--- config.mk ---
export PLATFORM = sky130hd
export DESIGN_NAME = dmem_bridge
export DESIGN_NICKNAME = d
export VERILOG_FILES = /design/src/rtl/dmem_bridge.sv
export SDC_FILE = /design/constraint.sdc
export NUM_CORES = 1
export LEC_CHECK = 0
export CAP_MARGIN = 15
export CORE_ASPECT_RATIO = 1.4
export CORE_MARGIN = 5
export CORE_UTILIZATION = 35
export DETAILED_ROUTE_END_ITERATION = 7
export HOLD_SLACK_MARGIN = 0.03
export PLACE_DENSITY = 0.8
export SETUP_SLACK_MARGIN = 0.5
export SLEW_MARGIN = 20
export SYNTH_ARGS = -nofsm -noshare
export SYNTH_HDL_FRONTEND = slang
export SYNTH_SLANG_ARGS = --single-unit
export TNS_END_PERCENT = 20
--- constraint.sdc ---
create_clock -name clk -period 2.3 [get_ports clk]
set_clock_uncertainty 0.2 [all_clocks]
set_input_delay 0.46 -clock clk [delete_from_list [all_inputs] [get_ports clk]]
set_output_delay 0.46 -clock clk [all_outputs]
set_load 0.02 [all_outputs]
--- src/rtl/dmem_bridge.sv ---
// -----------------------------------------------------------------------------
// dmem_bridge
//   Bridges the execute-stage data-memory access port onto an SRAM-like bus
//   with split address/data handshakes. Only one access is outstanding at a
//   time: IDLE -> REQ (bus_req held until bus_addr_ok) -> WAIT (until
//   bus_data_ok) -> RESP (one-cycle ex_rvalid) -> IDLE. A pipeline flush
//   cannot withdraw a bus request that is already out; it only marks the
//   access cancelled so its response is swallowed.
//
// Ports
//   clk, rst          clock; synchronous active-low reset
//   flush             pipeline flush, cancels the in-flight response
//   ex_valid/ex_we/ex_addr/ex_wdata/ex_wstrb   execute-stage request
//   ex_ready          high only in IDLE
//   ex_rvalid/ex_rdata  completion pulse and load data (0 for stores)
//   bus_req/bus_wr/bus_addr/bus_wdata/bus_wstrb  bus request side
//   bus_addr_ok/bus_data_ok/bus_rdata            bus response side
// -----------------------------------------------------------------------------
module dmem_bridge #(
  parameter int ADDR_WIDTH = 32,
  parameter int DATA_WIDTH = 32
) (
  input  logic                    clk,
  input  logic                    rst,
  input  logic                    flush,
  input  logic                    ex_valid,
  input  logic                    ex_we,
  input  logic [ADDR_WIDTH-1:0]   ex_addr,
  input  logic [DATA_WIDTH-1:0]   ex_wdata,
  input  logic [DATA_WIDTH/8-1:0] ex_wstrb,
  output logic                    ex_ready,
  output logic                    ex_rvalid,
  output logic [DATA_WIDTH-1:0]   ex_rdata,
  output logic                    bus_req,
  output logic                    bus_wr,
  output logic [ADDR_WIDTH-1:0]   bus_addr,
  output logic [DATA_WIDTH-1:0]   bus_wdata,
  output logic [DATA_WIDTH/8-1:0] bus_wstrb,
  input  logic                    bus_addr_ok,
  input  logic                    bus_data_ok,
  input  logic [DATA_WIDTH-1:0]   bus_rdata
);

  localparam int STRB_WIDTH = DATA_WIDTH / 8;

  typedef enum logic [1:0] {
    IDLE = 2'd0,
    REQ  = 2'd1,
    WAIT = 2'd2,
    RESP = 2'd3
  } state_t;

  state_t                  state_r;
  state_t                  state_s;
  logic                    cancel_r;
  logic                    cancel_s;
  logic                    accept_s;
  logic                    drop_s;
  logic                    we_r;
  logic [ADDR_WIDTH-3:0]   addr_r;
  logic [DATA_WIDTH-1:0]   wdata_r;
  logic [STRB_WIDTH-1:0]   wstrb_r;
  logic [DATA_WIDTH-1:0]   rdata_r;
  logic                    addr_lsb_unused_s;

  // The bus is word addressed; the byte offset is carried by the strobes.
  assign addr_lsb_unused_s = ^ex_addr[1:0];

  assign accept_s = ex_valid && (state_r == IDLE) && !flush;
  // A flush arriving in the same cycle as data_ok still kills the response.
  assign drop_s   = cancel_r || flush;

  // State and cancel-flag register.
  always_ff @(posedge clk) begin
    if (!rst) begin
      state_r  <= IDLE;
      cancel_r <= 1'b0;
    end else begin
      state_r  <= state_s;
      cancel_r <= cancel_s;
    end
  end

  // Next-state and cancel-flag logic.
  always_comb begin
    state_s  = state_r;
    cancel_s = cancel_r;
    case (state_r)
      IDLE: begin
        cancel_s = 1'b0;
        if (accept_s) begin
          state_s = REQ;
        end else begin
          state_s = IDLE;
        end
      end
      REQ: begin
        cancel_s = drop_s;
        // bus_req is never withdrawn before the bus accepts it.
        if (bus_addr_ok) begin
          state_s = WAIT;
        end else begin
          state_s = REQ;
        end
      end
      WAIT: begin
        cancel_s = drop_s;
        if (bus_data_ok) begin
          if (drop_s) begin
            state_s = IDLE;
          end else begin
            state_s = RESP;
          end
        end else begin
          state_s = WAIT;
        end
      end
      RESP: begin
        state_s  = IDLE;
        cancel_s = cancel_r;
      end
      default: begin
        state_s  = IDLE;
        cancel_s = 1'b0;
      end
    endcase
  end

  // Request latch and response data register.
  always_ff @(posedge clk) begin
    if (!rst) begin
      we_r    <= 1'b0;
      addr_r  <= {(ADDR_WIDTH-2){1'b0}};
      wdata_r <= {DATA_WIDTH{1'b0}};
      wstrb_r <= {STRB_WIDTH{1'b0}};
      rdata_r <= {DATA_WIDTH{1'b0}};
    end else begin
      if (accept_s) begin
        we_r    <= ex_we;
        addr_r  <= ex_addr[ADDR_WIDTH-1:2];
        wdata_r <= ex_wdata;
        // Loads never present byte enables on the bus.
        wstrb_r <= ex_we ? ex_wstrb : {STRB_WIDTH{1'b0}};
      end else begin
        we_r    <= we_r;
        addr_r  <= addr_r;
        wdata_r <= wdata_r;
        wstrb_r <= wstrb_r;
      end
      if ((state_r == WAIT) && bus_data_ok && !drop_s) begin
        rdata_r <= we_r ? {DATA_WIDTH{1'b0}} : bus_rdata;
      end else begin
        rdata_r <= rdata_r;
      end
    end
  end

  assign ex_ready  = (state_r == IDLE);
  assign ex_rvalid = (state_r == RESP) && !flush;
  assign ex_rdata  = rdata_r;
  assign bus_req   = (state_r == REQ);
  assign bus_wr    = we_r;
  assign bus_addr  = {addr_r, 2'b00};
  assign bus_wdata = wdata_r;
  assign bus_wstrb = wstrb_r;

endmodule

-- Yosys cells after proc, flatten, opt, wreduce, memory -nomap -nowiden
Cells that the tools add are included.
- bits in registers: 102
- bits in latches: 0
- bits in writable memories: 0
- bits in read-only memories: 0
- input port bits: 107
- output and inout port bits: 104
- word-level logic and storage cells: 28
- memories: 0
- add/sub/neg operators: 0
- multipliers: 0
- div/mod/pow operators: 0
- order comparisons: 0
- equality and inequality tests: 3
- shifts and indexed selects: 0
- muxes and demuxes: 8
- bitwise logic cells: 0
- reduce and logical (&&, ||, !) cells: 10
- operators with widths (operator ; count):
    32-bit two-way mux ; 1
    2-bit one-hot mux with 4 select lines ; 1
    2-bit two-way mux ; 3
    1-bit logical AND ; 5
    2-bit equality test (second input constant) ; 2
    4-bit two-way mux ; 1
    2-bit by 1-bit equality test with 1-bit output (second input constant) ; 1
    1-bit zero test ; 2
    2-bit zero test ; 1
    1-bit one-hot mux with 2 select lines ; 1
    2-bit OR reduction ; 1
    1-bit logical OR ; 1
    1-bit two-way mux ; 1

-- Depth between registers and ports, before layout
- word-level depth: 5
- depth in mapped cells: 8
- gate-level depth less buffers: 5

-- Worst setup path before layout
Ideal clock, no wire load.
- kind: register -> register
- from: register state_r[0]
- to: register addr_r[2]
- setup time: 0.116 ns
- arrival: 1.383 ns
- required time: 1.984 ns
- slack: 0.601 ns
- stages on the path, launching flop included: 9
- buffers on the path: 3
- period minus slack after synthesis: 1.699 ns
- cells stage by stage: dfxtp_1 > inv_1 > ha_1 > and3b_1 > buf_2 > buf_4 > buf_6 > nand2_1 > a21boi_1
- longest elaborated chain between the ends: 3
- RTL lines (item ; line ; source):
    start: declaration ; 53 ; state_t state_r;
    start signal: assignment ; 79 ; state_r <= state_s;
    2-bit zero test ; -- ;
    named net ex_ready ; 31 ; output logic ex_ready,
    1-bit logical AND (2 in series) ; 69 ; assign accept_s = ex_valid && (state_r == IDLE) && !flush;
    end signal: assignment ; 133 ; addr_r <= {(ADDR_WIDTH-2){1'b0}};
    end signal: assignment ; 140 ; addr_r <= ex_addr[ADDR_WIDTH-1:2];
    end signal: assignment ; 146 ; addr_r <= addr_r;
    end: declaration ; 60 ; logic [ADDR_WIDTH-3:0] addr_r;
The timed path passes the listed nets, and every way through them passes these cells.
A chain may end at the register's enable or synchronous reset.

-- Final worst setup path
- from: register addr_r[21]
- to: output port bus_addr[23]
- RTL lines (item ; line ; source):
    end: declaration ; 36 ; output logic [ADDR_WIDTH-1:0] bus_addr,
No word-level cell between the ends.

==> run metrics <==
core box area 11300 µm²; synthesized netlist cell count 461; met1 Resource Use GR 19.0%; # fillers 966; H-tree lvl count 3; clk_lat worst skew 0.34 ns; Vias 3831; Ports 211; hold buffer count at CTS 0; GR Util met2 29.1%; pin count of the biggest net entering global routing 103; cells along the critical path clkdlybuf4s50_1; Reg2Reg Depth 6; WP data arrival 1.30 ns; vias per inst 4.79; Critical Path Sink bus_addr[23]; Net Sw Power 987 µW; top post-synthesis cells by area dfxtp_1, nand2_1, a21boi_1; Pint 3.05 mW; clock slew at reported path FFs 0.08 ns; initial antenna violation count 0; met3 Usage GRT 4.91%; R2R Setup Slk 0.58 ns; Initial Util 35.8%; endpoints failing hold 0; Gate power share 14.6%; Req. time, crit path 1.64 ns; Yosys warning count 0; Detailed Route WL 12100 µm; RSZ-0062 raised after global routing yes; die width 101 µm; dominant cell type by area after synthesis dfxtp_1; Synth top area share 50.3%; register area share after synthesis 50.3%; switch share 24.4%; Synth-to-Final Area Change 62.5%; CTS Buf Count 9; hpwl dp 8800 µm; Iteration-0 DRC Markers 74; Clock power frac 39.5%; Finished Core Util 58.1%; CP peak stage delay 0.62 ns; Crit path buffers/inverters 1; Flop pwr share 45.9%; min Tclk post-route 1.96 ns; final setup fails 0; max-slew violations 0; CTS Sinks 102; Crit Path Category reg2out; synthesized cell area 4060 µm²; max_cap viols 0; stages on the worst setup path 1; Placer Congestion 0.760; Critical R2R Capture ex_rdata[31]; Power Density 613 nW/µm²; Post-Route Setup TNS 0 ns; clk buf depth 2; critical path fanouts, max 2; VDD IR max 0.334 mV; IO Port Bufs 206; Netlist cell types 23; commonest cells after routing, fill and taps aside nand2_1, clkdlybuf4s50_1, dfxtp_1, a21boi_1, a21boi_0; GRT Util Overall 17.0%; Slowest-stage cell, CP clkdlybuf4s50_1; GR peak layer met2; Startpoint Class flip-flop; Tightest Hold Check Type reg2reg; P_leak 2.93 nW; clk root buf clkbuf_16; CTS tree yes; Rows 46; grt ovf 0; Critical Path Sink Type primary output; delay-heaviest family, CP buffers and inverters; antenna viol nets, final 0; commonest non-fill, non-tap cell in the layout nand2_1; first-pass GRT wire length 18700 µm; post-DR wirelength/cell 15.2 µm; #FFs+latches synth 102; vias in the first global route 3827; Antenna diodes 0; drt first pass iters 5; layout cell share with drive strength beyond 1 5.95%; outcome complete, no violations; die span in y 137 µm; r2r startpoint state_r[0]; FMAX 0.511 GHz; die area 13900 µm²; Post-route DRC 0; Synth Area per Inst 8.80 µm²; Layout Nets 763; Critical Path Source addr_r[21]; Final period util 85.1%
[power by group through the flow]
stage	Combinational (mW)	Clock [mW]	Sequential, mW
after floorplan	0.184	0	1.97
after global placement	0.593	0	1.89
after detailed placement	0.605	0	1.90
after CTS	0.599	1.64	1.86
after global routing	0.631	1.71	1.86
final	0.589	1.59	1.85
[stage by stage]
stage          area (µm²)  cells  total power [mW]  hold slack, ns  setup slack, ns
2_1_floorplan        4060    462              2.15           0.268            0.601
3_3_place_gp         6220    783              2.49           0.236           0.0429
3_5_place_dp         6220    783              2.50           0.241           0.0393
4_1_cts              6520    800              4.10           0.252            0.321
5_1_grt              6590    800              4.21           0.274            0.307
6_report             6590    800              4.04           0.248            0.343
[per-layer routing]
metal	up-vias	part of all wire, %
li1	1883	-
met2	163	49
met5	-	0
met4	0	4.1
met1	1750	38
met3	35	8.9
[synthesized netlist by cell type]
library cell,instances
buf_2,10
nand3b_1,33
a22oi_1,1
dfxtp_1,102
a21oi_1,1
nor4bb_1,1
ha_1,5
o21ai_0,2
buf_6,6
o311a_1,1
nor2_1,2
nor3b_1,1
conb_1,1
a21boi_0,39
nand2_1,163
inv_1,3
nand3_1,4
clkbuf_1,16
nor2b_1,1
nand4bb_1,1
and3b_1,1
buf_4,7
a21boi_1,60
[logic make-up after synthesis]
family                     share of synthesized area, %
and+or+nand+nor                                    22.9
AOI/OAI and AO/OA                                  19.1
DFF                                                50.3
buffers and inverters                              5.95
adders and majority gates                          1.54
other                                            0.0924
[sequential cells by signal, indices dropped and copies added (netlist names)]
register,cells
ex_rdata,32
state_r,2
bus_wstrb,4
addr_r,30
cancel_r,1
bus_wdata,32
bus_wr,1
[area by class of cell]
cell class                 count  area (µm²)  share of cell area (%)
timing repair buffer         217        2240                    34.0
sequential                   102        2040                    31.0
multi-input combinational    318        1800                    27.3
clock buffer                  10         239                    3.63
tap                          144         180                    2.73
clock inverter                 6        78.8                    1.20
inverter                       3        11.3                   0.171
[worst min-delay path by stage]
stage | endpoint | start | slack [ns] | cells past startpoint
floorplan | cancel_r | cancel_r | 0.27 | 2
detailed placement | ex_rdata[3] | ex_rdata[3] | 0.24 | 2
global placement | ex_rdata[8] | ex_rdata[8] | 0.24 | 2
finish | ex_rdata[13] | ex_rdata[13] | 0.25 | 2
CTS | ex_rdata[3] | ex_rdata[3] | 0.25 | 2
global route | bus_wdata[25] | bus_wdata[25] | 0.27 | 2
[repair_timing]
action                     CTS  global route
resized for setup           43            30
pin swaps                    0             0
buffers inserted             1             0
setup endpoints to repair  133           154
Power figures use the tool's default switching activity.
